$ cat config.mk
export PLATFORM = sky130hd
export DESIGN_NAME = conv_line_engine_flat
export DESIGN_NICKNAME = d
export VERILOG_FILES = /design/src/rtl/conv_pkg.sv /design/src/rtl/conv_line_engine_if.sv /design/src/rtl/conv_sat_relu.sv /design/src/rtl/conv_line_engine.sv /design/src/flat_wrapper.sv
export SDC_FILE = /design/constraint.sdc
export NUM_CORES = 1
export LEC_CHECK = 0
export CAP_MARGIN = 20
export CORE_ASPECT_RATIO = 0.6
export CORE_UTILIZATION = 66
export DETAILED_ROUTE_END_ITERATION = 12
export PLACE_DENSITY = 0.84
export SYNTH_ARGS = -nofsm -noshare
export SYNTH_HDL_FRONTEND = slang
export SYNTH_SLANG_ARGS = --single-unit
$ cat constraint.sdc
create_clock -name i_clk -period 15.8 [get_ports i_clk]
set_input_delay 3.16 -clock i_clk [delete_from_list [all_inputs] [get_ports i_clk]]
set_output_delay 3.16 -clock i_clk [all_outputs]
set_load 0.02 [all_outputs]
$ cat src/rtl/conv_pkg.sv
// conv_pkg: shared FSM state encoding and accumulator sizing for conv_line_engine.
package conv_pkg;

    typedef enum logic [1:0] {
        IDLE = 2'd0,
        LOAD = 2'd1,
        RUN  = 2'd2
    } state_t;

    // Wide enough for the largest product or cascade input, plus growth across K taps and a guard bit.
    function automatic int acc_width(input int k, input int i_x, input int i_w, input int i_psum);
        return ((i_psum > (i_x + i_w)) ? i_psum : (i_x + i_w)) + $clog2(k) + 1;
    endfunction

endpackage

$ cat src/rtl/conv_line_engine_if.sv
// conv_line_engine_if: weight-load, sample-stream and result signals of the line engine.
interface conv_line_engine_if #(
    parameter int I_X    = 8,
    parameter int I_W    = 8,
    parameter int I_PSUM = 16,
    parameter int O_SAT  = 16
) ();
    logic                     i_w_start;
    logic                     i_w_valid;
    logic signed [I_W-1:0]    i_w;
    logic                     i_valid;
    logic signed [I_X-1:0]    i_x;
    logic signed [I_PSUM-1:0] i_psum;
    logic                     o_valid;
    logic signed [O_SAT-1:0]  o_psum;
    logic                     o_busy;

    modport master (
        output i_w_start, i_w_valid, i_w, i_valid, i_x, i_psum,
        input  o_valid, o_psum, o_busy
    );

    modport slave (
        input  i_w_start, i_w_valid, i_w, i_valid, i_x, i_psum,
        output o_valid, o_psum, o_busy
    );
endinterface

$ cat src/rtl/conv_sat_relu.sv
// conv_sat_relu: clamps a signed I-bit value into signed O bits (requires I >= O).
// With CONV_LINE_RELU_EN defined, negative results are additionally forced to zero.
module conv_sat_relu #(
    parameter int I = 20,
    parameter int O = 16
) (
    input  logic signed [I-1:0] din,
    output logic signed [O-1:0] dout
);
    localparam logic signed [I-1:0] MAX_I = {{(I-O+1){1'b0}}, {(O-1){1'b1}}};
    localparam logic signed [I-1:0] MIN_I = {{(I-O+1){1'b1}}, {(O-1){1'b0}}};

    logic signed [O-1:0] sat;

    always_comb begin
        sat = din[O-1:0];
        if (din > MAX_I) begin
            sat = {1'b0, {(O-1){1'b1}}};
        end else if (din < MIN_I) begin
            sat = {1'b1, {(O-1){1'b0}}};
        end
    end

`ifdef CONV_LINE_RELU_EN
    assign dout = sat[O-1] ? '0 : sat;
`else
    assign dout = sat;
`endif

endmodule

$ cat src/rtl/conv_line_engine.sv
// conv_line_engine: K-tap systolic line convolution with cascaded partial sum and saturated output.
// Optional output ReLU is enabled by defining CONV_LINE_RELU_EN.
module conv_line_engine
    import conv_pkg::*;
#(
    parameter int K      = 5,
    parameter int I_X    = 8,
    parameter int I_W    = 8,
    parameter int I_PSUM = 16,
    parameter int O_SAT  = 16
) (
    input logic               i_clk,
    input logic               i_rst,
    conv_line_engine_if.slave bus
);
    localparam int ACC_W = acc_width(K, I_X, I_W, I_PSUM);
    localparam int IDX_W = $clog2(K);
    localparam logic [IDX_W-1:0] LAST = IDX_W'(K - 1);

    state_t                  state;
    logic [IDX_W-1:0]        idx;
    logic [IDX_W-1:0]        fill;
    logic signed [I_W-1:0]   w      [K];
    logic signed [ACC_W-1:0] p      [K];
    logic signed [ACC_W-1:0] p_next [K];
    logic signed [ACC_W-1:0] x_ext;
    logic signed [O_SAT-1:0] sat_psum;
    logic                    o_valid_q;
    logic signed [O_SAT-1:0] o_psum_q;
    logic                    accept;

    // A start request always wins over a sample arriving in the same cycle.
    assign x_ext  = ACC_W'(bus.i_x);
    assign accept = (state == RUN) && bus.i_valid && !bus.i_w_start;

    for (genvar k = 0; k < K; k++) begin : g_tap
        logic signed [ACC_W-1:0] w_ext;
        logic signed [ACC_W-1:0] prev;
        logic signed [ACC_W-1:0] p_q;

        assign w_ext = ACC_W'(w[k]);
        if (k == 0) begin : g_head
            assign prev = ACC_W'(bus.i_psum);
        end else begin : g_body
            assign prev = p[k-1];
        end
        assign p_next[k] = prev + w_ext * x_ext;

        always_ff @(posedge i_clk) begin
            if (i_rst || bus.i_w_start) begin
                p_q <= '0;
            end else if (accept) begin
                p_q <= p_next[k];
            end
        end
        assign p[k] = p_q;
    end

    // Saturate the value the last stage is about to take, so the result lands with the accepting edge.
    conv_sat_relu #(
        .I (ACC_W),
        .O (O_SAT)
    ) u_sat (
        .din  (p_next[K-1]),
        .dout (sat_psum)
    );

    always_ff @(posedge i_clk) begin
        if (i_rst) begin
            state     <= IDLE;
            idx       <= '0;
            fill      <= '0;
            o_valid_q <= 1'b0;
            o_psum_q  <= '0;
            for (int k = 0; k < K; k++) begin
                w[k] <= '0;
            end
        end else begin
            o_valid_q <= 1'b0;
            if (bus.i_w_start) begin
                state <= LOAD;
                idx   <= '0;
                fill  <= '0;
            end else begin
                case (state)
                    LOAD: begin
                        if (bus.i_w_valid) begin
                            w[idx] <= bus.i_w;
                            if (idx == LAST) begin
                                state <= RUN;
                                idx   <= '0;
                                fill  <= '0;
                            end else begin
                                idx <= idx + 1'b1;
                            end
                        end
                    end
                    RUN: begin
                        if (bus.i_valid) begin
                            if (fill == LAST) begin
                                o_valid_q <= 1'b1;
                                o_psum_q  <= sat_psum;
                            end else begin
                                fill <= fill + 1'b1;
                            end
                        end
                    end
                    IDLE: begin
                        state <= IDLE;
                    end
                    default: begin
                        state <= IDLE;
                    end
                endcase
            end
        end
    end

    assign bus.o_valid = o_valid_q;
    assign bus.o_psum  = o_psum_q;
    assign bus.o_busy  = (state != RUN);

endmodule

$ cat src/flat_wrapper.sv
// flat-port wrapper written by rule: the top's interface ports become plain ports
module conv_line_engine_flat import conv_pkg::*;
#(
    parameter int K      = 5,
    parameter int I_X    = 8,
    parameter int I_W    = 8,
    parameter int I_PSUM = 16,
    parameter int O_SAT  = 16
)
  (i_clk, i_rst, bus_i_w_start, bus_i_w_valid, bus_i_w, bus_i_valid, bus_i_x, bus_i_psum, bus_o_valid, bus_o_psum, bus_o_busy);
  conv_line_engine_if #(.I_X(I_X), .I_W(I_W), .I_PSUM(I_PSUM), .O_SAT(O_SAT)) bus_i ();
  input logic i_clk;
  input logic i_rst;
  input wire logic [$bits(bus_i.i_w_start)-1:0] bus_i_w_start;
  input wire logic [$bits(bus_i.i_w_valid)-1:0] bus_i_w_valid;
  input wire logic [$bits(bus_i.i_w)-1:0] bus_i_w;
  input wire logic [$bits(bus_i.i_valid)-1:0] bus_i_valid;
  input wire logic [$bits(bus_i.i_x)-1:0] bus_i_x;
  input wire logic [$bits(bus_i.i_psum)-1:0] bus_i_psum;
  output wire logic [$bits(bus_i.o_valid)-1:0] bus_o_valid;
  output wire logic [$bits(bus_i.o_psum)-1:0] bus_o_psum;
  output wire logic [$bits(bus_i.o_busy)-1:0] bus_o_busy;
  assign bus_i.i_w_start = bus_i_w_start;
  assign bus_i.i_w_valid = bus_i_w_valid;
  assign bus_i.i_w = bus_i_w;
  assign bus_i.i_valid = bus_i_valid;
  assign bus_i.i_x = bus_i_x;
  assign bus_i.i_psum = bus_i_psum;
  assign bus_o_valid = bus_i.o_valid;
  assign bus_o_psum = bus_i.o_psum;
  assign bus_o_busy = bus_i.o_busy;
  conv_line_engine #(.K(K), .I_X(I_X), .I_W(I_W), .I_PSUM(I_PSUM), .O_SAT(O_SAT)) u_core (.i_clk(i_clk), .i_rst(i_rst), .bus(bus_i));
endmodule
Word-level counts from Yosys, hierarchy flattened
Memories as Yosys holds them, arrays and structs flattened.
Index checks and enable logic that the tools add are counted.
{"block": "totals", "mem_count": 1, "ramBits": 40, "input_bits": 37, "elab_cells": 76, "reg_bits": 105}
{"block": "classes", "order_cmp": 2, "bitwise_logic": 3, "n_reduce_logical": 13, "add_sub_neg": 7, "n_mul": 5, "mux": 23, "n_eq_ne": 12}
{"name": "u_core.w", "words": 5, "word_bits": 8, "rd": 5, "rd_ports_with_merged_regs": 0, "wr": 5, "line_no": "conv_line_engine.sv:23", "text": "logic signed [I_W-1:0] w [K];"}
{"cell": "adder 20 bit", "count": 4}
{"cell": "multiplier 8 x 8 -> 16 bit", "count": 5}
{"cell": "two-way mux 16 bit", "count": 2}
{"cell": "greater-than comparator 20 x 16 -> 1 bit (second input constant)", "count": 1}
{"cell": "< comparator 20 x 16 -> 1 bit (second input constant)", "count": 1}
{"cell": "two-way mux 3 bit", "count": 6}
{"cell": "adder 16 x 16 -> 17 bit", "count": 1}
{"cell": "two-way mux 1 bit", "count": 10}
{"cell": "!= test 2 bit (second input constant)", "count": 5}
{"cell": "two-way mux 8 bit", "count": 1}
{"cell": "OR reduction 8 bit", "count": 1}
{"cell": "adder 3 x 1 -> 3 bit (second input constant)", "count": 2}
{"cell": "equality test 3 bit (second input constant)", "count": 2}
{"cell": "case mux 3 bit (2 select lines)", "count": 1}
{"cell": "AND reduction 3 bit", "count": 2}
{"cell": "AND reduction 5 bit", "count": 1}
{"cell": "two-way mux 2 bit", "count": 2}
{"cell": "case mux 2 bit (2 select lines)", "count": 1}
{"cell": "AND reduction 4 bit", "count": 1}
{"cell": "OR reduction 4 bit", "count": 1}
{"cell": "!= test 3 x 2 -> 1 bit (second input constant)", "count": 1}
{"cell": "!= test 3 bit (second input constant)", "count": 1}
{"cell": "inverter 1 bit", "count": 3}
{"cell": "equality test 2 x 1 -> 1 bit (second input constant)", "count": 1}
{"cell": "8 further kinds", "count": 9}

Longest topological paths before layout
Gate-level depths: netlist (run 1).
{"block": "depth", "depth_word": 7, "mapped_depth": 32, "ltp_nobuf": 29}

Hierarchy
From an unflattened synthesis (run 1), not the netlist that was laid out.
{"block": "hier_totals", "cells_unflattened": 2392, "area_unflattened_um2": 22684.3}
{"module": "conv_line_engine", "n_inst": 1, "cells_per_inst": 2332, "area_per_inst_um2": 22213.8}
{"module": "conv_sat_relu", "n_inst": 1, "cells_per_inst": 60, "area_per_inst_um2": 470.5}

Least setup slack after synthesis (run 1)
No wires, ideal clock.
{"block": "synth_path", "path_type": "input port to flip-flop", "start": "input port bus_i_x[7]", "end": "register u_core.o_psum_q[10], in the netlist u_core.bus.o_psum[10]", "path_buffers": 3, "path_slack_ns": 6.251, "stages": 28, "t_arrival_ns": 9.405, "path_cell_list": "clkbuf_1 > inv_1 > clkbuf_1 > nor2_1 > fa_1 > fa_1 > fa_1 > inv_1 > fa_1 > inv_1 > ha_1 > a21boi_0 > o21ai_0 > a21boi_0 > o21ai_0 > a21boi_0 > or4b_2 > nand3_1 > ha_1 > a21oi_1 > nand2_1 > a41oi_1 > a21boi_0 > o21bai_1 > xor3_2 > a21oi_4 > buf_6 > a211oi_2"}
{"block": "synth_via", "elab_chain_cells": 5, "word_cells_on_any_way": 6, "classes_between": "add/sub (1); mul (1); order compare (2); mux (2)"}
{"item": "start, declared", "line_no": "flat_wrapper.sv:18", "text": "input wire logic [$bits(bus_i.i_x)-1:0] bus_i_x;"}
{"item": "multiplier 8 x 8 -> 16 bit *", "line_no": "conv_line_engine.sv:47", "text": "assign p_next[k] = prev + w_ext * x_ext;"}
{"item": "adder 20 bit *", "line_no": "conv_line_engine.sv:47"}
{"item": "< comparator 20 x 16 -> 1 bit", "line_no": "conv_sat_relu.sv:19", "text": "end else if (din < MIN_I) begin"}
{"item": "two-way mux 16 bit", "line_no": "conv_sat_relu.sv:19"}
{"item": "two-way mux 16 bit *", "line_no": "conv_sat_relu.sv:17", "text": "if (din > MAX_I) begin"}
{"item": "end signal, assigned", "line_no": "conv_line_engine.sv:102", "text": "o_psum_q <= sat_psum;"}
{"item": "end, declared", "line_no": "conv_line_engine.sv:29", "text": "logic signed [O_SAT-1:0] o_psum_q;"}
Every way passes the cells marked *; elsewhere a longest branch is shown, timed or not.
A chain may end at the register's enable or synchronous reset.

Worst setup path after layout (run 1)
{"block": "layout_path", "start": "input port bus_i_x[7]", "end": "register u_core.o_psum_q[13], in the netlist u_core.bus.o_psum[13]"}
Same word-level chain as after synthesis.

==> results of run 1 <==
synthesized netlist by cell type (all sizes together), types with 23 or more instances:
cell type,number
xnor2,107
nand3,34
nand2,239
o21ai,61
o21bai,27
a211oi,30
xor2,27
a21o,34
inv,404
nor2,96
a21oi,136
clkbuf,59
ha,235
dfxtp,102
edfxtp,40
nor3,23
fa,300
nand2b,38
and2,220
layer usage:
metal,part of all wire,wire length (um),vias up
li1,-,-,7638
met1,0.44,23800,8151
met2,0.42,22800,739
met3,0.11,6170,159
met4,0.032,1740,4
met5,0.00049,27,-
registers in the layout (all words and copies together), names as in the netlist:
signal	flops
u_core.fill	3
u_core.state	2
u_core.g_tap.p_q	77
u_core.bus.o_psum	16
u_core.w	40
u_core.idx	3
u_core.bus.o_valid	1
cells by family (layout without fill, tap and decap cells):
family                   count (synthesis)  after routing  share of synthesized area
flip-flops                             142            142                      0.152
AO/OA/AOI/OAI                          366            366                      0.114
other                                    0              1                          0
XOR/XNOR                               136            136                     0.0573
adder cells (fa/ha/maj)                535            535                      0.420
AND/OR/NAND/NOR                        719            719                      0.171
multiplexers                             2              2                   0.000940
buffers and inverters                  474            506                     0.0846
area by class of cell:
class,count,area share
tap,416,0.0229
multi-input combinational,1758,0.715
sequential,142,0.143
clock inverter,13,0.00401
clock buffer,18,0.0193
antenna,1,0.000110
timing repair buffer,71,0.0295
inverter,404,0.0667
metrics by stage:
stage	total power (W)	instances	util	cell area [um2]	setup slack, ps
floorplan	0.00187	2374	-	21300	6250
global placement	0.00226	2789	0.705	22200	4800
detailed placement	0.00233	2789	0.705	22200	4560
CTS	0.00274	2820	0.722	22700	4950
global route	0.00300	2822	0.723	22700	4370
finish	0.00277	2823	0.723	22800	4780
worst min-delay path: stages (launching register included):
cell and delay, ps:
dfxtp_1 310, nand2_1 50, a21oi_1 50
report_power, final:
part / switching, W / internal, W
clock: 0.000181 / 0.000204
combinational: 0.00120 / 0.000796
sequential: 0.0000111 / 0.000378
worst max path at each step:
| stage | startpoint | to | slack [ps] | cells past startpoint |
|---|---|---|---|---|
| 3_5_place_dp | bus_i_x[7] | u_core.bus.o_psum[4]$_SDFFE_PP0P_ | 4560 | 27 |
| 5_1_grt | bus_i_x[7] | u_core.bus.o_psum[2]$_SDFFE_PP0P_ | 4370 | 27 |
| 3_3_place_gp | bus_i_x[7] | u_core.bus.o_psum[3]$_SDFFE_PP0P_ | 4800 | 27 |
| 6_report | bus_i_x[7] | u_core.bus.o_psum[13]$_SDFFE_PP0P_ | 4780 | 27 |
| 4_1_cts | bus_i_x[7] | u_core.bus.o_psum[4]$_SDFFE_PP0P_ | 4950 | 27 |
| 2_1_floorplan | bus_i_x[7] | u_core.bus.o_psum[10]$_SDFFE_PP0P_ | 6250 | 28 |
==> results.ini, run 1 <==
[sta]
tns_ps=0
period_share=0.698
rsz0062_at_grt=no
skew_ps=8.85
fmax_mhz=90.7
fin_crit_ps=11020
hold_viol=0
drv_slew=0
slew_headroom=0.347
worst_slew_pin_slew_ps=973
final-setup-viol-count=0
holdWs_ps=459

[global_routing]
met2_usage=0.491
grt_use_met1=0.514
grt.busiest_layer=met1
grt_pass1_wl_mm=88.3
antenna_found_initial=2
grt_max_degree=78
grt_util_met3=0.0991
grt_pass1_vias=16600
overflow=0
groute.usage.overall=0.349

[critical_path]
crit_fanout=35
worstRegToRegCells=25
path_buf_inv=5
cp-start-kind=input pin
slowest_stage=or4b_2
critical_path.top_delay_family=adder cells
required_ps=16110
cpPeakStageDelay_ps=660
cp.arrival_ps=11340
cp-end-kind=flop
reg2reg_to=u_core.bus.o_psum[13]$_SDFFE_PP0P_
r2r_slack_ps=8140
reg2reg_from=u_core.w[4][3]$_SDFFCE_PN0P_
critPathKind=input pin to flop

[cells_and_area]
regArea_um2=3240
multiInputGateArea_um2=16300
nets=2966
most-common-layout-cells=404 x inv_1, 300 x fa_1, 239 x nand2_1
drive_gt1_frac=0.0374
layout_commonest_cell=inv_1
fill_cells=2299
syn_to_final_growth_pct=6.81

[detailed_routing]
wl_per_cell_um=19.3
dr.first_iter.drc_count=1510
firstDrtPassIters=9
routed_via_density=5.91
drc=2
drtAntennaViolNets=0
num_vias=16700
drt_wl_total_mm=54.6

[cts]
cts_setup_buffers=0
cts_hold_buffers=0
root_buffer=clkbuf_16
clk_path_buf_depth=2
cts_tree=built
cts_buffers=17
h-tree-depth=4
cts_sinks=142
cts_resized=0
clock_latency_ps=460
clkTransAtPathRegs_ps=70

[logic_synthesis]
netlist.area_leader.share=0.282
avgSynthCellArea_um2=8.97
ys_seq_area_frac=0.152
synth_area_leaders=fa_1 28%, ha_1 14%, dfxtp_1 9.6%
synthDistinctLibCells=72
synth_area_um2=21300
synth_ff_type=dfxtp_1
synth_top_area_cell=fa_1
syn_nets=2946
synth_edf_count=40
async_flop_share=0
yosysWarnings=0
ys_seq_elements=142
synth_cells=2374

[placed_design]
io_buffers=54
dp_hpwl_mm=42.6
gp_congestion=0.894

[floorplan]
rows=50
initial_core_util=0.677
core_area_um2=31500
die_h_um=141
ios=55
die_area_um2=33000
die_x_um=234

[pwr]
max-vdd-ir-drop_v=0.0000946
p_leak_nw=10.6
powerDensity_nw_per_um2=122

[worst_hold_path]
hold_depth=2
min_from=u_core.g_tap[1].p_q[4]$_SDFFE_PP0P_
hold_path.class=flop to flop
hold_path_end=u_core.g_tap[1].p_q[4]$_SDFFE_PP0P_

[run]
drv_cap=0

[outcome]
violations=DRC
outcome=finished, violations left

(Power assumes the default switching activity.)
==> run 2: changes to the inputs <==
--- a/config.mk
+++ b/config.mk
@@ -7,9 +7,9 @@
 export LEC_CHECK = 0
 export CAP_MARGIN = 20
 export CORE_ASPECT_RATIO = 0.6
-export CORE_UTILIZATION = 66
+export CORE_UTILIZATION = 59
 export DETAILED_ROUTE_END_ITERATION = 12
-export PLACE_DENSITY = 0.84
+export PLACE_DENSITY = 0.8
 export SYNTH_ARGS = -nofsm -noshare
 export SYNTH_HDL_FRONTEND = slang
 export SYNTH_SLANG_ARGS = --single-unit
==> constraint.sdc (replaced) <==
create_clock -name i_clk -period 9 [get_ports i_clk]
set_input_delay 1.8 -clock i_clk [delete_from_list [all_inputs] [get_ports i_clk]]
set_output_delay 1.8 -clock i_clk [all_outputs]
set_load 0.02 [all_outputs]
==> results.ini, run 2 (same netlist as run 1, synthesis figures left out) <==
[outcome]
outcome=finished, violations left
violations=DRC

[cells_and_area]
syn_to_final_growth_pct=8.21
most-common-layout-cells=404 x inv_1, 300 x fa_1, 239 x nand2_1
drive_gt1_frac=0.0442
regMostFlops=u_core.g_tap.p_q
instances_no_fill=2890
layout_commonest_cell=inv_1
nets=2981
largest_register_ffs=77

[cts]
clk_path_buf_depth=2
clkTransAtPathRegs_ps=80
cts_hold_buffers=0
cts_buffers=17
cts_tree=built
root_buffer=clkbuf_16
clock_latency_ps=460
h-tree-depth=4
cts_sinks=142

[detailed_routing]
drc=4
num_vias=16600
wl_per_cell_um=18.4
firstDrtPassIters=9
dr.first_iter.drc_count=1517
drt_wl_total_mm=53.1
routed_via_density=5.76
drtAntennaViolNets=0

[sta]
drv_slew=0
period_share=0.956
slew_headroom=0.313
skew_ps=12.7
rsz0062_at_grt=no
fin_crit_ps=8600
final-setup-viol-count=0
fmax_mhz=116
worst_slew_pin_slew_ps=1020
hold_viol=0
tns_ps=0

[pwr]
p_sw_w=0.00243
switching_share=0.493
pwr-share-seq=0.138
p_total_w=0.00493
power.internal_w=0.00250
comb_power_share=0.711
powerDensity_nw_per_um2=214
clock_power_share=0.151
p_leak_nw=10.8
max-vdd-ir-drop_v=0.000270

[floorplan]
core_area_um2=35300
initial_core_util=0.604
ios=55
die_area_um2=36900
die_h_um=149
rows=53
die_x_um=247

[critical_path]
cp-end-kind=flop
critPathKind=input pin to flop
reg2reg_from=u_core.w[4][0]$_SDFFCE_PN0P_
r2r_slack_ps=1760
cpPeakStageDelay_ps=620
slowest_stage=or4b_2
reg2reg_to=u_core.bus.o_psum[2]$_SDFFE_PP0P_
required_ps=9340
cp-start-kind=input pin
crit_fanout=13
worstRegToRegCells=26
cp.arrival_ps=8940

[worst_hold_path]
hold_path_end=u_core.g_tap[0].p_q[9]$_SDFFE_PP0P_
min_from=u_core.g_tap[0].p_q[9]$_SDFFE_PP0P_
hold_depth=2
hold_path.class=flop to flop

[global_routing]
met2_usage=0.458
grt_util_met3=0.0648
grt_pass1_vias=16700
grt.busiest_layer=met2
grt_max_degree=78
grt_use_met1=0.443
overflow=0
groute.usage.overall=0.304
grt_pass1_wl_mm=87.2
antenna_found_initial=2

[placed_design]
gp_congestion=0.956
dp.cells=2852
io_buffers=54
dp_hpwl_mm=42.3

[run]
drv_cap=0

-- run 2: changes by cell type in the layout (fill, tap and decap cells not counted), sizes merged --
cell / change
clkdlybuf4s50: -1
dlymetal6s2s: +1
inv: +4
buf: +15
clkinvlp: -3
-- run 2: power groups by stage --
| stage | sequential (W) | combinational, W | clock (W) |
|---|---|---|---|
| global placement | 0.000694 | 0.00327 | 0 |
| detailed placement | 0.000694 | 0.00339 | 0 |
| CTS | 0.000680 | 0.00344 | 0.000744 |
| global route | 0.000682 | 0.00389 | 0.000772 |
| floorplan | 0.000685 | 0.00260 | 0 |
| finish | 0.000681 | 0.00350 | 0.000744 |
-- run 2: how the worst max path moves through the flow --
stage	startpoint	endpoint	depth (start not counted)
after floorplan	bus_i_x[7]	u_core.bus.o_psum[10]$_SDFFE_PP0P_	28
after global placement	bus_i_x[3]	u_core.bus.o_psum[0]$_SDFFE_PP0P_	28
after detailed placement	bus_i_x[3]	u_core.bus.o_psum[14]$_SDFFE_PP0P_	27
after CTS	bus_i_x[3]	u_core.bus.o_psum[11]$_SDFFE_PP0P_	27
after global routing	bus_i_x[7]	u_core.bus.o_psum[4]$_SDFFE_PP0P_	26
final	bus_i_x[7]	u_core.bus.o_psum[2]$_SDFFE_PP0P_	28
-- run 2: through the flow --
| stage | instance area [um2] | util | worst slack, ps | hold slack [ps] |
|---|---|---|---|---|
| 2_1_floorplan | 21300 | - | 811 | 436 |
| 3_3_place_gp | 22400 | 0.634 | 91.0 | 443 |
| 3_5_place_dp | 22400 | 0.634 | -170 | 450 |
| 4_1_cts | 23000 | 0.652 | 271 | 460 |
| 5_1_grt | 23000 | 0.653 | 51.6 | 473 |
| 6_report | 23000 | 0.653 | 395 | 460 |
-- run 2: worst max-delay path, delay by kind of cell --
family | cells | cell delay, ps
compound gates | 11 | 1860
xor+xnor | 1 | 260
fa+ha+maj | 6 | 2720
buf+inv | 6 | 1140
simple gates | 4 | 1150
-- run 2: final cells by class --
class                           instances  area (um2)
Multi-Input combinational cell       1758       16300
Fill cell                            2803       12200
Sequential cell                       142        3240
Inverter                              404        1520
Timing Repair Buffer                   86         803
Tap cell                              467         584
Clock buffer                           18         450
Clock inverter                         14         168
Antenna cell                            1        2.50
-- run 2: routing by layer --
layer | vias up | wire length [um]
met5 | - | 13
met4 | 2 | 1320
met3 | 99 | 4560
met2 | 666 | 23300
met1 | 8220 | 23900
li1 | 7660 | -
-- run 2: what timing repair did --
action	CTS	global route
setup endpoints to repair	0	15
setup buffers	0	3
gates resized for setup	0	5
